<file path="config.mk">
export PLATFORM = sky130hd
export DESIGN_NAME = mips_fetch_unit
export DESIGN_NICKNAME = d
export VERILOG_FILES = /design/src/rtl/mips_fetch_unit.sv
export SDC_FILE = /design/constraint.sdc
export NUM_CORES = 1
export LEC_CHECK = 0
export CAP_MARGIN = 20
export CORE_MARGIN = 2
export CORE_UTILIZATION = 40
export DETAILED_ROUTE_END_ITERATION = 8
export DONT_BUFFER_PORTS = 1
export PLACE_DENSITY = 0.59
export SLEW_MARGIN = 10
export SYNTH_ARGS = -nofsm -noshare
export SYNTH_HDL_FRONTEND = slang
export SYNTH_SLANG_ARGS = --single-unit
export TNS_END_PERCENT = 50
</file>
<file path="constraint.sdc">
create_clock -name clk -period 10 [get_ports clk]
set_input_delay 1 -clock clk [delete_from_list [all_inputs] [get_ports clk]]
set_output_delay 1 -clock clk [all_outputs]
set_load 0.03 [all_outputs]
</file>
<file path="src/rtl/mips_fetch_unit.sv">
// Decoupled MIPS32 instruction fetch: PC, in-order imem request/response handshake,
// DEPTH-entry prefetch queue, and redirect / exception / interrupt vectoring with EPC capture.
module mips_fetch_unit #(
   parameter int unsigned ADDR_W    = 32,
   parameter logic [31:0] RESET_VEC = 32'h0000_0000,
   parameter logic [31:0] IRQ_VEC   = 32'h8000_0004,
   parameter logic [31:0] EXC_VEC   = 32'h8000_0008,
   parameter int unsigned DEPTH     = 4
) (
   input  logic              clk,
   input  logic              reset,
   input  logic              redirect_valid,
   input  logic [ADDR_W-1:0] redirect_pc,
   input  logic              exc,
   input  logic              irq,
   output logic              imem_req,
   output logic [ADDR_W-1:0] imem_addr,
   input  logic              imem_gnt,
   input  logic              imem_rvalid,
   input  logic [31:0]       imem_rdata,
   output logic              out_valid,
   output logic [31:0]       out_instr,
   output logic [ADDR_W-1:0] out_pc,
   output logic [ADDR_W-1:0] out_pcp4,
   input  logic              out_ready,
   output logic              epc_we,
   output logic [ADDR_W-1:0] epc
);
   localparam int unsigned PtrW = $clog2(DEPTH);
   localparam int unsigned CntW = PtrW + 1;
   localparam logic [ADDR_W-1:0] ResetPc  = ADDR_W'(RESET_VEC);
   localparam logic [ADDR_W-1:0] IrqPc    = ADDR_W'(IRQ_VEC);
   localparam logic [ADDR_W-1:0] ExcPc    = ADDR_W'(EXC_VEC);
   localparam logic [CntW:0]     DepthCnt = (CntW + 1)'(DEPTH);

   logic [ADDR_W-1:0] fetch_pc_q, fetch_pc_d;
   logic [PtrW-1:0]   rd_ptr_q, rd_ptr_d, wr_ptr_q, wr_ptr_d;
   logic [PtrW-1:0]   ifl_rd_q, ifl_rd_d, ifl_wr_q, ifl_wr_d;
   logic [CntW-1:0]   count_q, count_d, inflight_q, inflight_d, drop_q, drop_d;
   logic [31:0]       last_instr_q, last_instr_d;
   logic [ADDR_W-1:0] last_pc_q, last_pc_d;
   logic [ADDR_W-1:0] epc_q, epc_d;
   logic              epc_we_q, epc_we_d;
   logic              irq_mask_q, irq_mask_d;

   logic [31:0]       q_instr_q [DEPTH];
   logic [ADDR_W-1:0] q_pc_q    [DEPTH];
   logic [ADDR_W-1:0] ifl_pc_q  [DEPTH];

   logic              exc_take, redir_take, irq_take, flush;
   logic              grant, resp_keep, push, pop, credit;
   logic [ADDR_W-1:0] redir_aligned;

   always_comb begin
      out_valid = (count_q != '0);
      out_instr = out_valid ? q_instr_q[rd_ptr_q] : last_instr_q;
      out_pc    = out_valid ? q_pc_q[rd_ptr_q] : last_pc_q;
      out_pcp4  = out_pc + ADDR_W'(4);
      epc       = epc_q;
      epc_we    = epc_we_q;

      redir_aligned = redirect_pc & ~ADDR_W'(3);
      exc_take   = exc & out_valid & out_ready;
      redir_take = redirect_valid & ~exc_take;
      // User-mode head only; the head is re-executed after return, so it is not popped.
      irq_take   = irq & out_valid & ~out_pc[ADDR_W-1] & ~irq_mask_q & ~exc & ~redirect_valid;
      flush      = exc_take | redir_take | irq_take;

      credit    = ({1'b0, count_q} + {1'b0, inflight_q}) < DepthCnt;
      imem_req  = reset & credit & ~flush;
      imem_addr = fetch_pc_q;
      grant     = imem_req & imem_gnt;
      resp_keep = imem_rvalid & (drop_q == '0);
      push      = resp_keep & ~flush;
      pop       = out_valid & out_ready & ~flush;
   end

   always_comb begin
      fetch_pc_d   = grant ? fetch_pc_q + ADDR_W'(4) : fetch_pc_q;
      inflight_d   = inflight_q + CntW'(grant) - CntW'(imem_rvalid);
      drop_d       = (imem_rvalid && drop_q != '0) ? drop_q - CntW'(1) : drop_q;
      ifl_wr_d     = ifl_wr_q + PtrW'(grant);
      ifl_rd_d     = ifl_rd_q + PtrW'(resp_keep);
      wr_ptr_d     = wr_ptr_q + PtrW'(push);
      rd_ptr_d     = rd_ptr_q + PtrW'(pop);
      count_d      = count_q + CntW'(push) - CntW'(pop);
      last_instr_d = pop ? out_instr : last_instr_q;
      last_pc_d    = pop ? out_pc : last_pc_q;
      epc_we_d     = exc_take | irq_take;
      epc_d        = (exc_take | irq_take) ? out_pc : epc_q;
      irq_mask_d   = irq_mask_q;
      if (irq_take) begin
         irq_mask_d = 1'b1;
      end else if (redir_take && !redir_aligned[ADDR_W-1]) begin
         irq_mask_d = 1'b0;
      end

      if (flush) begin
         // No grant is possible here, so every response still outstanding is stale.
         drop_d   = inflight_q - CntW'(imem_rvalid);
         ifl_wr_d = '0;
         ifl_rd_d = '0;
         wr_ptr_d = '0;
         rd_ptr_d = '0;
         count_d  = '0;
         if (exc_take) begin
            fetch_pc_d = ExcPc;
         end else if (redir_take) begin
            fetch_pc_d = redir_aligned;
         end else begin
            fetch_pc_d = IrqPc;
         end
      end
   end

   always_ff @(posedge clk or negedge reset) begin
      if (!reset) begin
         fetch_pc_q   <= ResetPc;
         rd_ptr_q     <= '0;
         wr_ptr_q     <= '0;
         ifl_rd_q     <= '0;
         ifl_wr_q     <= '0;
         count_q      <= '0;
         inflight_q   <= '0;
         drop_q       <= '0;
         last_instr_q <= '0;
         last_pc_q    <= '0;
         epc_q        <= '0;
         epc_we_q     <= 1'b0;
         irq_mask_q   <= 1'b0;
      end else begin
         fetch_pc_q   <= fetch_pc_d;
         rd_ptr_q     <= rd_ptr_d;
         wr_ptr_q     <= wr_ptr_d;
         ifl_rd_q     <= ifl_rd_d;
         ifl_wr_q     <= ifl_wr_d;
         count_q      <= count_d;
         inflight_q   <= inflight_d;
         drop_q       <= drop_d;
         last_instr_q <= last_instr_d;
         last_pc_q    <= last_pc_d;
         epc_q        <= epc_d;
         epc_we_q     <= epc_we_d;
         irq_mask_q   <= irq_mask_d;
      end
   end

   // Storage arrays need no reset: pointers and counts qualify every read.
   always_ff @(posedge clk) begin
      if (grant) begin
         ifl_pc_q[ifl_wr_q] <= fetch_pc_q;
      end
      if (push) begin
         q_instr_q[wr_ptr_q] <= imem_rdata;
         q_pc_q[wr_ptr_q]    <= ifl_pc_q[ifl_rd_q];
      end
   end

endmodule

</file>
==> results.cfg <==
[status]
status = complete, no violations

[timing]
min_period_ns = 6.50
finalSetupViolCount = 0
rsz0062_at_grt = false
slew_viol_final = 0
hold_ws_ns = 0.103
max_freq_mhz = 154
fin_crit_sh_pct = 65.0
worst_pin_slew_ns = 1.08
max-slew-margin-rel_pct = 28.1
setup_tns_ns = 0
hold_viol_final = 0
fin_skew_ns = 0.0131

[place]
dpl.hpwl_um = 29400
place.gp.congestion = 0.788
io_buffers = 0

[final_layout]
layout.nets = 1488
multi_input_area_mm2 = 0.00612
antenna_cells = 0
drive_gt1_share_pct = 16.7
regArea_mm2 = 0.0147
nFillCells = 4598
area_delta_synth_final_pct = 12.1

[pwr]
p_leak_nw = 8.53
peakVddDrop_v = 0.000128
powerDensity_mw_per_mm2 = 300

[synth]
avgSynthCellArea_um2 = 15.3
synth_warnings = 0
synth_top_flop_cell = edfxtp_1
synth_seq_area_share_pct = 69.0
async_flop_share_pct = 28.3
ys_ff_latch = 513
synth_area_mm2 = 0.0213
synth_cells = 1390
synth-edff-count = 368
ys_types = 62

[worst_hold_path]
hp-class = in -> async

[clock_tree]
clockRootBuffer = clkbuf_16
clock_latency_ns = 0.59
cts_tree = done
path_clk_slew_ns = 0.06
cts_made_buffers = 55
htreeDepth = 2
postCtsHoldBufs = 0
clk_path_buf_depth = 3
clock-sinks = 513
cts_resized = 0
cts_setup_buffers = 0

[route]
vias = 11621
initialDrtViolationCount = 842
remaining_drc_errors = 0
firstDrtPassIters = 5
antenna_left = 0
wirelength_um = 48400
vias_per_cell = 5.45
wire_per_inst_um = 22.7

[floorplan]
start_util_pct = 40.5
pin_count = 235
dieWidth_um = 235
core_mm2 = 0.0526
placementRows = 84
die_h_um = 235
die-area_mm2 = 0.0551

[setup_path]
cp.required_ns = 9.00
crit_buf_inv = 3
cp_top_family = buffers and inverters
cp_data_arrival_time_ns = 5.50
crit_path_end_kind = output port
worst-path-max-fanout = 58
startpoint_type = flop
path_cells = nor3_4 > buf_4 > clkinv_2 > mux2i_1 > inv_1 > ha_1 > nand3_1 > o22ai_2 > nand2_1 > nor4_1 > xnor2_1
crit_type = reg -> out
critical_path.slowest_cell = mux2i_1
critPathMaxStageDelay_ns = 0.86
crit_start = count_q[0]$_DFF_PN0_
rr_startpoint = rd_ptr_q[0]$_DFF_PN0_

[run]
cap_viol_max_count = 0

[grt]
grt_start_max_net_pins = 147
first_global_vias = 11737
grt.total_usage_pct = 17.4
antenna_found_initial = 2
grt-ovfl-total = 0
grt_pass1_wl_um = 73400
-- area by class of cell --
class,instances,share of cell area [%]
Timing Repair Buffer,17,0.535
Clock buffer,86,6.73
Multi-Input combinational cell,766,25.6
Inverter,46,0.729
Sequential cell,513,61.6
Tap cell,688,3.61
Clock inverter,17,1.19
-- cell usage after synthesis (6+ instances only) --
master    number  share of area (%)
a21oi_1       88                2.1
and2_1        13               0.38
and3_1         6               0.18
buf_1         10               0.18
buf_2         15               0.35
buf_4          9               0.32
buf_6          7               0.37
clkbuf_1      24               0.42
dfrtp_1      145                 17
edfxtp_1     368                 52
ha_1          15               0.88
inv_1         45               0.79
mux2_1        11               0.58
mux2_2        16               0.85
mux2_4        11               0.78
mux2i_1       25                1.2
mux4_2        87                9.2
nand2_1      211                3.7
nand3_1       39               0.92
nand4_1       10               0.29
nor2_1        52               0.92
nor3_1         6               0.14
o21ai_0       70                1.6
or2_2          7               0.21
xnor2_1       35                1.4
-- logic make-up (layout without fill, tap and decap cells) --
kind of cell	after synthesis	in the layout	synth area share, %
AOI/OAI and AO/OA	182	182	4.78
xor gates and xnor gates	38	38	1.56
adders and majority gates	17	17	1.07
buffers and inverters	112	166	2.52
DFF	513	513	69.0
muxes	155	155	13.2
other	1	2	0.0176
and+or+nand+nor	372	372	7.87
-- stage by stage --
stage                     power, mW  std cells  setup WS (ns)  utilization [%]  instance area (um2)
final                          7.15       2133           3.50             45.4                23900
after floorplan                4.65       1391           2.04                -                21300
after global placement         5.06       2030           4.21             41.8                22000
after CTS                      7.23       2133           3.45             45.4                23900
after global routing           7.49       2133           3.25             45.4                23900
after detailed placement       5.11       2030           4.13             41.8                22000
-- routing by layer --
| metal | global-route usage [%] | up-vias | routed length, um |
|---|---|---|---|
| met5 | 0 | - | 26 |
| met4 | 4.64 | 4 | 1070 |
| met3 | 4.59 | 76 | 3190 |
| met2 | 27.7 | 350 | 22400 |
| met1 | 23.9 | 5989 | 21700 |
| li1 | - | 5202 | - |
-- sequential cells by signal, summed over array words and instances, names as in the netlist, 3 cells and up --
signal,flops
q_instr_q,128
ifl_pc_q,120
q_pc_q,120
epc,32
last_instr_q,32
last_pc_q,32
imem_addr,30
count_q,3
drop_q,3
inflight_q,3
-- layout by cell type, fill, tap and decap left out, types with 13 or more instances in the layout --
cell	Yosys	routed
clkbuf_1	24	22
o21ai_0	70	70
mux2i_1	25	25
edfxtp_1	368	368
mux2_2	16	16
nand3_1	39	39
and2_1	13	13
a21oi_1	88	88
mux4_2	87	87
buf_4	9	17
xnor2_1	35	35
ha_1	15	15
nand2_1	211	211
clkbuf_16	0	57
dfrtp_1	145	141
inv_1	45	45
nor2_1	52	50
-- where the power goes --
group | total [mW] | internal (mW) | switching [mW] | leakage [nW]
Combinational | 2.01 | 0.521 | 1.49 | 2.43
Clock | 2.11 | 1.30 | 0.806 | 0.916
Sequential | 3.03 | 2.60 | 0.431 | 5.19
Total | 7.15 | 4.43 | 2.73 | 8.53
-- worst paths after layout --
path | end | depth (start not counted) | slack [ns]
max reg2reg | rd_ptr_q[1]$_DFF_PN0_ | 9 | 5.35
min | imem_addr[8]$_DFFE_PN0P_ | 0 | 0.10
max in group asynchronous | last_instr_q[2]$_DFFE_PN0P_ | 0 | 9.45
max | out_pcp4[18] | 11 | 3.50
min reg2reg | last_pc_q[3]$_DFFE_PN0P_ | 1 | 0.48
min in group clk | last_pc_q[3]$_DFFE_PN0P_ | 1 | 0.48
No activity file was read; power rests on OpenSTA's default activity.
